===== src/rtl/dmem_arbiter_pkg.sv =====
// Shared constants for the data-memory arbiter: default widths, FSM states
// and requester port indices.
package dmem_arbiter_pkg;

   localparam int WIDTH_DEF     = 21;
   localparam int ADDR_BITS_DEF = 6;
   localparam int MAX_BURST_DEF = 4;
   localparam int CNT_W         = 4;   // holds MAX_BURST up to 15
   localparam int NUM_PORTS     = 2;

   typedef enum logic {
      ARB  = 1'b0,
      HOLD = 1'b1
   } arb_state_e;

   localparam logic CPU = 1'b0;
   localparam logic EXT = 1'b1;

endpackage


===== src/rtl/dmem_arbiter_rr_grant2.sv =====
// Two-way round-robin picker: among valid ports allowed by mask, prefer
// port `prio`; returns a one-hot (or zero) grant.
module rr_grant2
   import dmem_arbiter_pkg::*;
(
   input  logic [1:0] valid,
   input  logic [1:0] mask,
   input  logic       prio,
   output logic [1:0] grant
);

   logic [1:0] cand;

   assign cand = valid & mask;

   always_comb begin
      grant = cand;
      if (cand == 2'b11)
         grant = (prio == EXT) ? 2'b10 : 2'b01;
   end

endmodule


===== src/rtl/dmem_arbiter.sv =====
// Round-robin arbiter for the single-port data memory with capped locked
// bursts; memory controls are combinational, read data is registered.
module dmem_arbiter
   import dmem_arbiter_pkg::*;
#(
   parameter int WIDTH     = WIDTH_DEF,
   parameter int ADDR_BITS = ADDR_BITS_DEF,
   parameter int MAX_BURST = MAX_BURST_DEF
)
(
   input  logic                 clk,
   input  logic                 rst,

   input  logic                 m0_req_valid,
   output logic                 m0_req_ready,
   input  logic                 m0_req_we,
   input  logic [ADDR_BITS-1:0] m0_req_addr,
   input  logic [WIDTH-1:0]     m0_req_wdata,
   input  logic                 m0_req_lock,
   output logic                 m0_rsp_valid,
   output logic [WIDTH-1:0]     m0_rsp_rdata,

   input  logic                 m1_req_valid,
   output logic                 m1_req_ready,
   input  logic                 m1_req_we,
   input  logic [ADDR_BITS-1:0] m1_req_addr,
   input  logic [WIDTH-1:0]     m1_req_wdata,
   input  logic                 m1_req_lock,
   output logic                 m1_rsp_valid,
   output logic [WIDTH-1:0]     m1_rsp_rdata,

   output logic [ADDR_BITS-1:0] mem_address,
   output logic [WIDTH-1:0]     mem_datain,
   output logic                 mem_write,
   input  logic [WIDTH-1:0]     mem_dataout
);

   localparam logic [CNT_W-1:0] BURST_CAP = CNT_W'(MAX_BURST);

   logic [NUM_PORTS-1:0]                req_valid, req_we, req_lock;
   logic [NUM_PORTS-1:0][ADDR_BITS-1:0] req_addr;
   logic [NUM_PORTS-1:0][WIDTH-1:0]     req_wdata;

   assign req_valid = {m1_req_valid, m0_req_valid};
   assign req_we    = {m1_req_we,    m0_req_we};
   assign req_lock  = {m1_req_lock,  m0_req_lock};
   assign req_addr  = {m1_req_addr,  m0_req_addr};
   assign req_wdata = {m1_req_wdata, m0_req_wdata};

   arb_state_e        state;
   logic              prio;
   logic              owner;
   logic [CNT_W-1:0]  beat_cnt;

   logic              other;
   logic              owner_v, other_v;
   logic [1:0]        mask;
   logic              eff_prio;
   logic [1:0]        pick, grant;
   logic              gnt_any, gnt_idx;

   assign other   = ~owner;
   assign owner_v = req_valid[owner];
   assign other_v = req_valid[other];

   // In HOLD the owner is forced until the cap is hit with the other side
   // waiting, then the other side is forced for one beat.
   always_comb begin
      mask     = 2'b11;
      eff_prio = prio;
      if (state == HOLD) begin
         if (owner_v) begin
            if ((beat_cnt < BURST_CAP) || !other_v)
               mask = owner ? 2'b10 : 2'b01;
            else
               mask = owner ? 2'b01 : 2'b10;
         end else begin
            eff_prio = other;
         end
      end
   end

   rr_grant2 u_pick (
      .valid (req_valid),
      .mask  (mask),
      .prio  (eff_prio),
      .grant (pick)
   );

   // Reset kills the grant so nothing reaches the memory while it is held.
   assign grant   = rst ? 2'b00 : pick;
   assign gnt_any = |grant;
   assign gnt_idx = grant[1];

   assign m0_req_ready = grant[0];
   assign m1_req_ready = grant[1];

   assign mem_address = gnt_any ? req_addr[gnt_idx]  : '0;
   assign mem_datain  = gnt_any ? req_wdata[gnt_idx] : '0;
   assign mem_write   = gnt_any & req_we[gnt_idx];

   always_ff @(posedge clk or posedge rst) begin
      if (rst) begin
         state    <= ARB;
         prio     <= CPU;
         owner    <= CPU;
         beat_cnt <= '0;
      end else if (state == HOLD && gnt_any && gnt_idx == owner) begin
         if (beat_cnt != BURST_CAP)
            beat_cnt <= beat_cnt + CNT_W'(1);
         if (!req_lock[owner]) begin
            state <= ARB;
            prio  <= other;
         end
      end else if (gnt_any) begin
         // Plain arbitration, a capped hand-over, or owner dropped valid.
         prio <= ~gnt_idx;
         if (req_lock[gnt_idx]) begin
            state    <= HOLD;
            owner    <= gnt_idx;
            beat_cnt <= CNT_W'(1);
         end else begin
            state <= ARB;
         end
      end else if (state == HOLD) begin
         state <= ARB;
         prio  <= other;
      end
   end

   logic [NUM_PORTS-1:0]            rsp_valid;
   logic [NUM_PORTS-1:0][WIDTH-1:0] rsp_rdata;

   always_ff @(posedge clk or posedge rst) begin
      if (rst) begin
         rsp_valid <= '0;
         rsp_rdata <= '0;
      end else begin
         for (int p = 0; p < NUM_PORTS; p++) begin
            rsp_valid[p] <= grant[p] & ~req_we[p];
            if (grant[p] && !req_we[p])
               rsp_rdata[p] <= mem_dataout;
         end
      end
   end

   assign m0_rsp_valid = rsp_valid[0];
   assign m1_rsp_valid = rsp_valid[1];
   assign m0_rsp_rdata = rsp_rdata[0];
   assign m1_rsp_rdata = rsp_rdata[1];

endmodule

===== config.mk =====
export PLATFORM = sky130hd
export DESIGN_NAME = dmem_arbiter
export DESIGN_NICKNAME = d
export VERILOG_FILES = /design/src/rtl/dmem_arbiter_pkg.sv /design/src/rtl/dmem_arbiter_rr_grant2.sv /design/src/rtl/dmem_arbiter.sv
export SDC_FILE = /design/constraint.sdc
export NUM_CORES = 1
export LEC_CHECK = 0
export ABC_AREA = 0
export BUFFER_PORTS_ARGS = -buffer_cell sky130_fd_sc_hd__buf_2
export CORE_ASPECT_RATIO = 0.75
export CORE_UTILIZATION = 48
export DETAILED_ROUTE_END_ITERATION = 12
export PLACE_DENSITY_LB_ADDON = 0.05
export RECOVER_POWER = 25
export SLEW_MARGIN = 0
export SYNTH_ARGS = -nofsm -noshare
export SYNTH_HDL_FRONTEND = slang
export SYNTH_SLANG_ARGS = --single-unit

===== constraint.sdc =====
create_clock -name clk -period 2.8 [get_ports clk]
set_input_delay 0 -clock clk [delete_from_list [all_inputs] [get_ports clk]]
set_output_delay 0 -clock clk [all_outputs]
set_load 0.005 [all_outputs]

==> results.cfg <==
[synthesis]
synth_cell_type_count = 48
synth_cells = 265
synth_compound_area_share_pct = 16.4
synth_top_family_by_area = multiplexers
ys_warn_count = 0
syn-num-nets = 350
synthTopCellsByCount = dfrtp_1 (51), a21oi_1 (32), nand3_1 (30)
yosys.cell_count.top_type = dfrtp_1
synthMuxAreaShare_pct = 19.9
synth.avg_cell_area_um2 = 10.8
synth_fa_ha_area_share_pct = 0.875
synth-xor-area-share_pct = 0
synth_area_leaders = dfrtp_1 (45%), mux2_4 (9.4%), a21oi_1 (5.6%)
async_reset_ff_share_pct = 100
synth_area_um2 = 2860
yosysTopAreaCell = dfrtp_1
netlist.area_leader.share_pct = 44.6
yosysSeqAreaShare_pct = 44.6
synth-simple-area-share_pct = 12.0
synth_edf_count = 0
synth_seq_cells = 51
synth-main-ff-cell = dfrtp_1

[floorplan]
rows = 23
dieArea_um2 = 6280
die_h_um = 68.9
start_util_pct = 51.8
io_pins = 157
core_area_um2 = 5530
fp.dieW_um = 91.2

[global_routing]
top_usage_layer = met2
grt_util_met3_pct = 6.14
grt_pass1_vias = 2340
grt_use_total_pct = 23.7
grt_max_degree = 52
antenna_found_initial = 0
gr-usage-met2_pct = 39.4
grt_pass1_wl_um = 11500
grt_overflow = 0
grtUsageMet1_pct = 31.4

[cells_and_area]
multi_input_area_um2 = 1410
area_delta_synth_final_pct = 39.1
diodes = 0
fillCellCount = 439
final_cells = 510
drive_gt1_share_pct = 45.1
nets = 519
stdcell_area_um2 = 3980
regArea_um2 = 1280

[sta]
tightest_slew_ps = 944
fin_worst_skew_ps = 12.7
setup_ws_ps = 481
post-route-min-period_ps = 2320
maxSlewHeadroom_pct = 37.1
period_share_pct = 82.8
slew_viol_final = 0
hold_viol_final = 0
fmax_mhz = 431
finalSetupViolCount = 0
rsz0062_at_grt = no
setup_tns_ps = 0

[worst_setup_path]
crit_chain = o21ai_2 > a21o_1 > nand3_1 > a21oi_1 > buf_2
worst_path_largest_cell_delay_ps = 720
reg2reg_slack_ps = 830
critical_path.top_delay_family = compound AO/OA/AOI/OAI gates
worst_ep_required_time_ps = 2800
startpoint_type = flop
worst-setup-path-type = reg -> out
worst-path-stages = 5
critPathArrivalTime_ps = 2320
r2r_start = beat_cnt[2]
cp.buffers_inverters = 1
end_kind = output port
endpoint = mem_address[4]
cp_max_fo = 28
cp-startpoint = beat_cnt[2]
cp_slowest_cell = a21o_1
r2r-end = m1_rsp_rdata[18]
reg2reg_depth = 5

[clock_network]
cts_buffers = 5
cts_buffer_depth = 2
root_buffer = clkbuf_8
clkSlewWorstSetupHoldPaths_ps = 100
cts_tree = done
clk_latency_ps = 300
postCtsSetupRepairBufs = 0
htreeDepth = 2
cts_sinks = 51

[route]
num_vias = 2642
drt-pass1-iter-count = 4
drcViolationCount = 0
wl_um = 7590
drt_iter0_drc = 145
ant_nets = 0
viasPerCell = 5.18
routedWlPerCell_um = 14.9

[power_and_ir_drop]
ir_drop_mv = 0.388
power-per-cell-area_nw_per_um2 = 650
leakage_uw = 0.00194

[placement]
pre_cts_ws_ps = 819
numPortBuffers = 156
placed_cells = 479
dpl.hpwl_um = 5400
gp_congestion = 0.800
placed_cell_area_um2 = 3640

[outcome]
outcome = finished clean

[hold_path]
hp-class = in -> reg

[flow_run]
max_cap_viol_count = 0
registers in the layout (all words and copies together) (netlist names):
name,flops
m0_rsp_rdata,21
m1_rsp_rdata,21
beat_cnt,4
rsp_valid,2
owner,1
prio,1
state,1
layer usage:
layer / part of all wire [%] / vias to the layer above
li1: - / 1295
met2: 49 / 89
met4: 0.45 / 0
met5: 0 / -
met1: 44 / 1256
met3: 6.4 / 2
how the worst min path moves through the flow:
stage / start / cells after the start / to
global route: m0_req_lock / 3 / owner
floorplan: m1_req_addr[0] / 2 / mem_address[0]
global placement: mem_dataout[18] / 2 / m0_rsp_rdata[18]
detailed placement: mem_dataout[3] / 2 / m0_rsp_rdata[3]
finish: m0_req_lock / 3 / owner
CTS: m0_req_lock / 3 / owner
per-stage QoR:
stage	hold slack (ps)	utilization [%]	power (µW)
5_1_grt	126	72.1	2760
6_report	128	72.1	2590
2_1_floorplan	107	-	1610
4_1_cts	128	72.5	2620
3_5_place_dp	232	65.8	1980
3_3_place_gp	230	65.8	1960
cell usage in the layout, fill, tap and decap left out, types with 3 or more instances in the layout:
master and count:
a21oi_1 32, buf_2 135, buf_4 6, clkbuf_1 20, clkbuf_8 5, dfrtp_1 51
dlygate4sd3_1 23, inv_1 7, mux2_1 10, mux2_2 14, mux2_4 18, mux2i_1 3
nand2_1 4, nand3_1 30, nor2_1 4, nor2b_1 3, o21ai_0 28
report_power, final:
| group | total [µW] | switching [µW] | internal [µW] |
|---|---|---|---|
| registers | 1110 | 146 | 964 |
| clock network | 617 | 255 | 363 |
| logic | 861 | 376 | 485 |
| total | 2590 | 777 | 1810 |
worst register-to-register path, stage by stage, from the launching register on:
cell     delay [ps]
dfrtp_1         480
o21ai_2         330
a21oi_4         110
nor3_4          160
buf_4           380
mux2_2          390
what timing repair did:
action                    4_1_cts  5_1_grt
hold endpoints to repair       94        0
hold buffers                   23        0
resized for setup               0        0
logic make-up (layout without fill, tap and decap cells):
| group | count (synthesis) | count (layout) |
|---|---|---|
| compound gates | 77 | 77 |
| fa+ha+maj | 2 | 2 |
| buf+inv | 31 | 201 |
| flops | 51 | 51 |
| mux | 45 | 45 |
| simple gates | 59 | 59 |
final cells by class:
type / count / share of cell area, %
multi-input combinational: 183 / 35.4
tap: 75 / 2.36
clock buffer: 5 / 1.73
timing repair buffer: 185 / 25.9
inverter: 8 / 0.754
sequential: 51 / 32.1
clock inverter: 3 / 1.79
(Power assumes the default switching activity.)
